==> src/rtl/tcm_copy_engine.sv <==
// tcm_copy_engine
// Drives one port of the TCM dual-port SRAM. It either copies a block of words
// from a source address to a destination address, or fills a block with a
// constant pattern. At most one SRAM access is outstanding at any time.
// Every output comes straight from a flop. The output flops are loaded from
// the next-state value, so an access appears on the port in the same cycle
// that the FSM enters RD or WR.

module tcm_copy_engine #(
    parameter int DATA_WIDTH = 32,
    parameter int N_ENTRIES  = 1024,
    parameter int ADDRW      = $clog2(N_ENTRIES)
) (
    input  logic                    clk_i,
    input  logic                    rst_ni,
    input  logic                    start_i,
    input  logic                    fill_i,
    input  logic [ADDRW-1:0]        src_addr_i,
    input  logic [ADDRW-1:0]        dst_addr_i,
    input  logic [ADDRW:0]          len_i,
    input  logic [DATA_WIDTH-1:0]   fill_data_i,
    output logic                    busy_o,
    output logic                    done_o,
    output logic                    mem_en_o,
    output logic                    mem_we_o,
    output logic [DATA_WIDTH/8-1:0] mem_be_o,
    output logic [ADDRW-1:0]        mem_addr_o,
    output logic [DATA_WIDTH-1:0]   mem_wdata_o,
    input  logic [DATA_WIDTH-1:0]   mem_rdata_i,
    input  logic                    mem_ready_i
);

    localparam int BEW = DATA_WIDTH / 8;

    typedef enum logic [2:0] {
        IDLE,
        RD,
        WAIT_RD,
        WR,
        WAIT_WR,
        DONE
    } state_e;

    state_e                  state_q, state_d;
    logic                    fill_q, fill_d;
    logic [ADDRW-1:0]        src_q, src_d;
    logic [ADDRW-1:0]        dst_q, dst_d;
    logic [ADDRW:0]          rem_q, rem_d;
    logic [DATA_WIDTH-1:0]   pattern_q, pattern_d;
    logic [DATA_WIDTH-1:0]   data_q, data_d;

    logic                    busy_q, busy_d;
    logic                    done_q, done_d;
    logic                    en_q, en_d;
    logic                    we_q, we_d;
    logic [BEW-1:0]          be_q, be_d;
    logic [ADDRW-1:0]        addr_q, addr_d;
    logic [DATA_WIDTH-1:0]   wdata_q, wdata_d;

    // Next-state logic: sequences one word at a time and updates the pointers
    // and the remaining count once each write has been acknowledged.
    always_comb begin
        state_d   = state_q;
        fill_d    = fill_q;
        src_d     = src_q;
        dst_d     = dst_q;
        rem_d     = rem_q;
        pattern_d = pattern_q;
        data_d    = data_q;

        case (state_q)
            IDLE: begin
                if (start_i) begin
                    fill_d    = fill_i;
                    src_d     = src_addr_i;
                    dst_d     = dst_addr_i;
                    rem_d     = len_i;
                    pattern_d = fill_data_i;
                    if (len_i == '0) begin
                        state_d = DONE;
                    end else if (fill_i) begin
                        state_d = WR;
                    end else begin
                        state_d = RD;
                    end
                end
            end
            RD: begin
                state_d = WAIT_RD;
            end
            WAIT_RD: begin
                if (mem_ready_i) begin
                    data_d  = mem_rdata_i;
                    state_d = WR;
                end
            end
            WR: begin
                state_d = WAIT_WR;
            end
            WAIT_WR: begin
                if (mem_ready_i) begin
                    src_d = src_q + ADDRW'(1);
                    dst_d = dst_q + ADDRW'(1);
                    rem_d = rem_q - (ADDRW+1)'(1);
                    if (rem_q == (ADDRW+1)'(1)) begin
                        state_d = DONE;
                    end else if (fill_q) begin
                        state_d = WR;
                    end else begin
                        state_d = RD;
                    end
                end
            end
            DONE: begin
                state_d = IDLE;
            end
            default: begin
                state_d = IDLE;
            end
        endcase
    end

    // Output decode from the next state. This keeps the outputs registered
    // while the access still lines up with the RD/WR state. The address and
    // write data hold their last values between accesses.
    always_comb begin
        busy_d  = (state_d != IDLE) && (state_d != DONE);
        done_d  = (state_d == DONE);
        en_d    = (state_d == RD) || (state_d == WR);
        we_d    = (state_d == WR);
        be_d    = {BEW{we_d}};
        addr_d  = addr_q;
        wdata_d = wdata_q;
        if (state_d == RD) begin
            addr_d = src_d;
        end
        if (state_d == WR) begin
            addr_d  = dst_d;
            wdata_d = fill_d ? pattern_d : data_d;
        end
    end

    // State, datapath and output registers. Reset clears them all immediately.
    always_ff @(posedge clk_i or negedge rst_ni) begin
        if (!rst_ni) begin
            state_q   <= IDLE;
            fill_q    <= 1'b0;
            src_q     <= '0;
            dst_q     <= '0;
            rem_q     <= '0;
            pattern_q <= '0;
            data_q    <= '0;
            busy_q    <= 1'b0;
            done_q    <= 1'b0;
            en_q      <= 1'b0;
            we_q      <= 1'b0;
            be_q      <= '0;
            addr_q    <= '0;
            wdata_q   <= '0;
        end else begin
            state_q   <= state_d;
            fill_q    <= fill_d;
            src_q     <= src_d;
            dst_q     <= dst_d;
            rem_q     <= rem_d;
            pattern_q <= pattern_d;
            data_q    <= data_d;
            busy_q    <= busy_d;
            done_q    <= done_d;
            en_q      <= en_d;
            we_q      <= we_d;
            be_q      <= be_d;
            addr_q    <= addr_d;
            wdata_q   <= wdata_d;
        end
    end

    assign busy_o      = busy_q;
    assign done_o      = done_q;
    assign mem_en_o    = en_q;
    assign mem_we_o    = we_q;
    assign mem_be_o    = be_q;
    assign mem_addr_o  = addr_q;
    assign mem_wdata_o = wdata_q;

endmodule

==> config.mk <==
export PLATFORM = sky130hd
export DESIGN_NAME = tcm_copy_engine
export DESIGN_NICKNAME = d
export VERILOG_FILES = /design/src/rtl/tcm_copy_engine.sv
export SDC_FILE = /design/constraint.sdc
export NUM_CORES = 1
export LEC_CHECK = 0
export ABC_AREA = 0
export BUFFER_PORTS_ARGS = -buffer_cell sky130_fd_sc_hd__buf_2
export CAP_MARGIN = 20
export CORE_ASPECT_RATIO = 0.75
export CORE_UTILIZATION = 51
export CTS_BUF_LIST = sky130_fd_sc_hd__clkbuf_4
export CTS_CLUSTER_DIAMETER = 120
export DETAILED_ROUTE_END_ITERATION = 6
export PLACE_DENSITY = 0.79
export SLEW_MARGIN = 20
export SYNTH_ARGS = -nofsm -noshare
export SYNTH_HDL_FRONTEND = slang
export SYNTH_SLANG_ARGS = --single-unit
export TNS_END_PERCENT = 30
==> constraint.sdc <==
create_clock -name clk_i -period 2 [get_ports clk_i]
set_input_delay 0.1 -clock clk_i [delete_from_list [all_inputs] [get_ports clk_i]]
set_output_delay 0.1 -clock clk_i [all_outputs]
set_load 0.01 [all_outputs]
==> results.ini <==
[clocking]
cts_max_path_buffers=2
cts-htree-levels=4
cts_tree=built
cts_made_buffers=17
clock_latency_ps=570
clkTransAtPathRegs_ps=120
cts-root-buf=clkbuf_4
cts_sinks=145

[sta]
setup_tns_ps=-2170
finalSetupViolCount=42
fin_ws_ps=-110
slew_headroom=0.553
fin_skew_ps=22.2
fmax_mhz=474
slew_violations=0
rsz0062_at_grt=yes
worst_slew_pin_slew_ps=671
period_share=1.05
finalHoldViolCount=0
whs_ps=92.3
min_period_ps=2110

[hold_path]
holdCritPathClass=input pin to asynchronous set/reset pin

[placement]
place_inst=1023
port_buffers=149
gp_congestion=0.915
detailed_place_hpwl_um=12600

[yosys]
syn-num-nets=793
syn_inst=689
syn_area_sq_um=6770
synth-edff-count=0
ys_seq_elements=145
async_flop_share=1.00
ys_seq_area_frac=0.536
yosys_warnings=0
synthDistinctLibCells=57
synth_flop_cell=dfrtp_1
syn_area_per_cell_sq_um=9.83

[final_layout]
finalNetCount=1093
final_cells=1173
drive_gt1_frac=0.350
syn_to_final_growth_pct=46.3
final_common_cell=buf_2
layout_common_cells=148 x buf_2, 145 x dfrtp_1, 135 x nand2_1, 96 x dlygate4sd3_1, 75 x a21oi_1

[global_route]
grt_pass1_wl_um=33500
antenna_found_initial=1
gr-total-overflow=0
grt_max_degree=70
grt_pass1_vias=6822
grt_usage=0.318

[die]
die_w_um=135
row_count=36
start_util=0.522
die_y_um=102
io_pins=150
core_sq_um=13000
dieArea_sq_um=13700

[routing]
drt_wl_total_um=21800
wire_per_inst_um=18.6
num_vias=6816
drcViolationCount=0
dr.pass1.iters=7
drtIter0Drc=563
final_antenna_net_count=0
avgViaCountPerCell=5.81

[critical_path]
r2r_cells=9
cp_max_fo=19
cp_slowest_cell=dfrtp_1
crit_chain=buf_6 -> nor4b_4 -> buf_4 -> mux2i_4 -> buf_12 -> buf_8 -> a21oi_1 -> a21oi_1 -> o31ai_1
crit_family=buffers and inverters
rr_endpoint=mem_wdata_o[29]
cp_common_cell=a21oi_1
crit_type=flip-flop to flip-flop
worstReg2RegStart=state_q[1]
cp_num_buf_inv=4
max_stage_delay_ps=440
cp-end-kind=flip-flop
start_kind=flip-flop
r2r_slack_ps=-110
cp.arrival_ps=2560
crit_required_ps=2450

[pwr]
power_density_nw_per_um2=1650
p_leak_nw=4.63
ir_drop_v=0.000849

[run_status]
status=finished, violations left
failed_checks=negative setup slack

[job]
maxCapViolCount=0

-- cell usage after synthesis, drive strengths merged (2+ instances only) --
master	number	area (sq um)
nand4	11	75.1
a22oi	5	37.5
a31oi	4	25.0
o2bb2ai	3	26.3
o211ai	7	57.6
nor4	7	50.1
nor2b	3	18.8
o31ai	34	255
mux2i	12	120
nor3b	5	37.5
o21a	3	22.5
clkbuf	28	105
nand3	11	60.1
nor2	20	75.1
buf	26	139
o21ai	52	260
nor3	11	60.1
o311ai	5	43.8
a211oi	3	22.5
inv	10	37.5
nand2	135	507
ha	4	50.1
dfrtp	145	3630
a221o	2	20.0
or3b	2	17.5
or3	2	12.5
mux2	34	383
o22ai	6	37.5
and4bb	2	25.0
a21oi	77	385
a211o	6	52.6
-- sequential cells by signal, indices dropped and copies added, names as in the netlist --
name	flops
done_o	1
busy_o	1
rem_q	11
mem_wdata_o	32
fill_q	1
mem_be_o	1
pattern_q	32
mem_en_o	1
data_q	32
mem_addr_o	10
state_q	3
src_q	10
dst_q	10
-- how the worst max path moves through the flow --
stage / depth (start not counted) / slack (ps) / end / startpoint
CTS: 9 / -20 / mem_addr_o[3] / state_q[2]
detailed placement: 7 / -130 / mem_wdata_o[1] / state_q[1]
floorplan: 7 / -60 / mem_wdata_o[10] / state_q[1]
finish: 9 / -110 / mem_wdata_o[29] / state_q[1]
global placement: 8 / -80 / mem_wdata_o[5] / state_q[1]
global route: 9 / -200 / mem_wdata_o[29] / state_q[1]
-- stage by stage --
stage               utilization  area, sq um  power, mW  setup slack, ps
global placement          0.627         8130       12.0            -81.1
CTS                       0.743         9630       15.2            -16.9
finish                    0.764         9910       16.3             -110
global route              0.764         9910       17.3             -203
floorplan                     -         6780       9.48            -60.0
detailed placement        0.627         8130       12.4             -126
-- kinds of logic (layout without fill, tap and decap cells) --
kind of cell               count (synthesis)  after routing  synth area share
and+or+nand+nor                          217            217             0.149
AOI/OAI and AO/OA                        212            212             0.191
DFF                                      145            145             0.536
buffers and inverters                     64            376            0.0416
muxes                                     46             46            0.0743
adders and majority gates                  4              4           0.00739
xor gates and xnor gates                   1              1           0.00129
other                                      0              1                 0
-- final cells by class --
cell class	instances	area (sq um)
Sequential cell	145	3630
Multi-Input combinational cell	480	3100
Fill cell	826	3070
Timing Repair Buffer	335	2650
Tap cell	171	214
Clock inverter	13	144
Clock buffer	18	135
Inverter	10	37.5
Antenna cell	1	2.50
-- power breakdown --
group | switching, mW | internal [mW] | total, mW | leakage (nW)
logic | 5.03 | 4.30 | 9.33 | 2.70
registers | 0.784 | 4.31 | 5.10 | 1.78
clock network | 1.05 | 0.853 | 1.91 | 0.148
total | 6.87 | 9.47 | 16.3 | 4.63
-- routing by layer --
metal	wire length (um)	vias up	track usage
li1	-	3094	-
met1	8820	3292	0.400
met2	10800	351	0.531
met3	1530	79	0.0646
met4	694	0	0.156
met5	0	-	0
-- what timing repair did --
item,4_1_cts,5_1_grt
gates resized for setup,26,56
pin swaps,3,5
cloned,3,2
setup endpoints to repair,44,52
hold buffers,96,0
setup buffers,10,7
endpoints found under the hold margin,201,0
(Power assumes the default switching activity.)
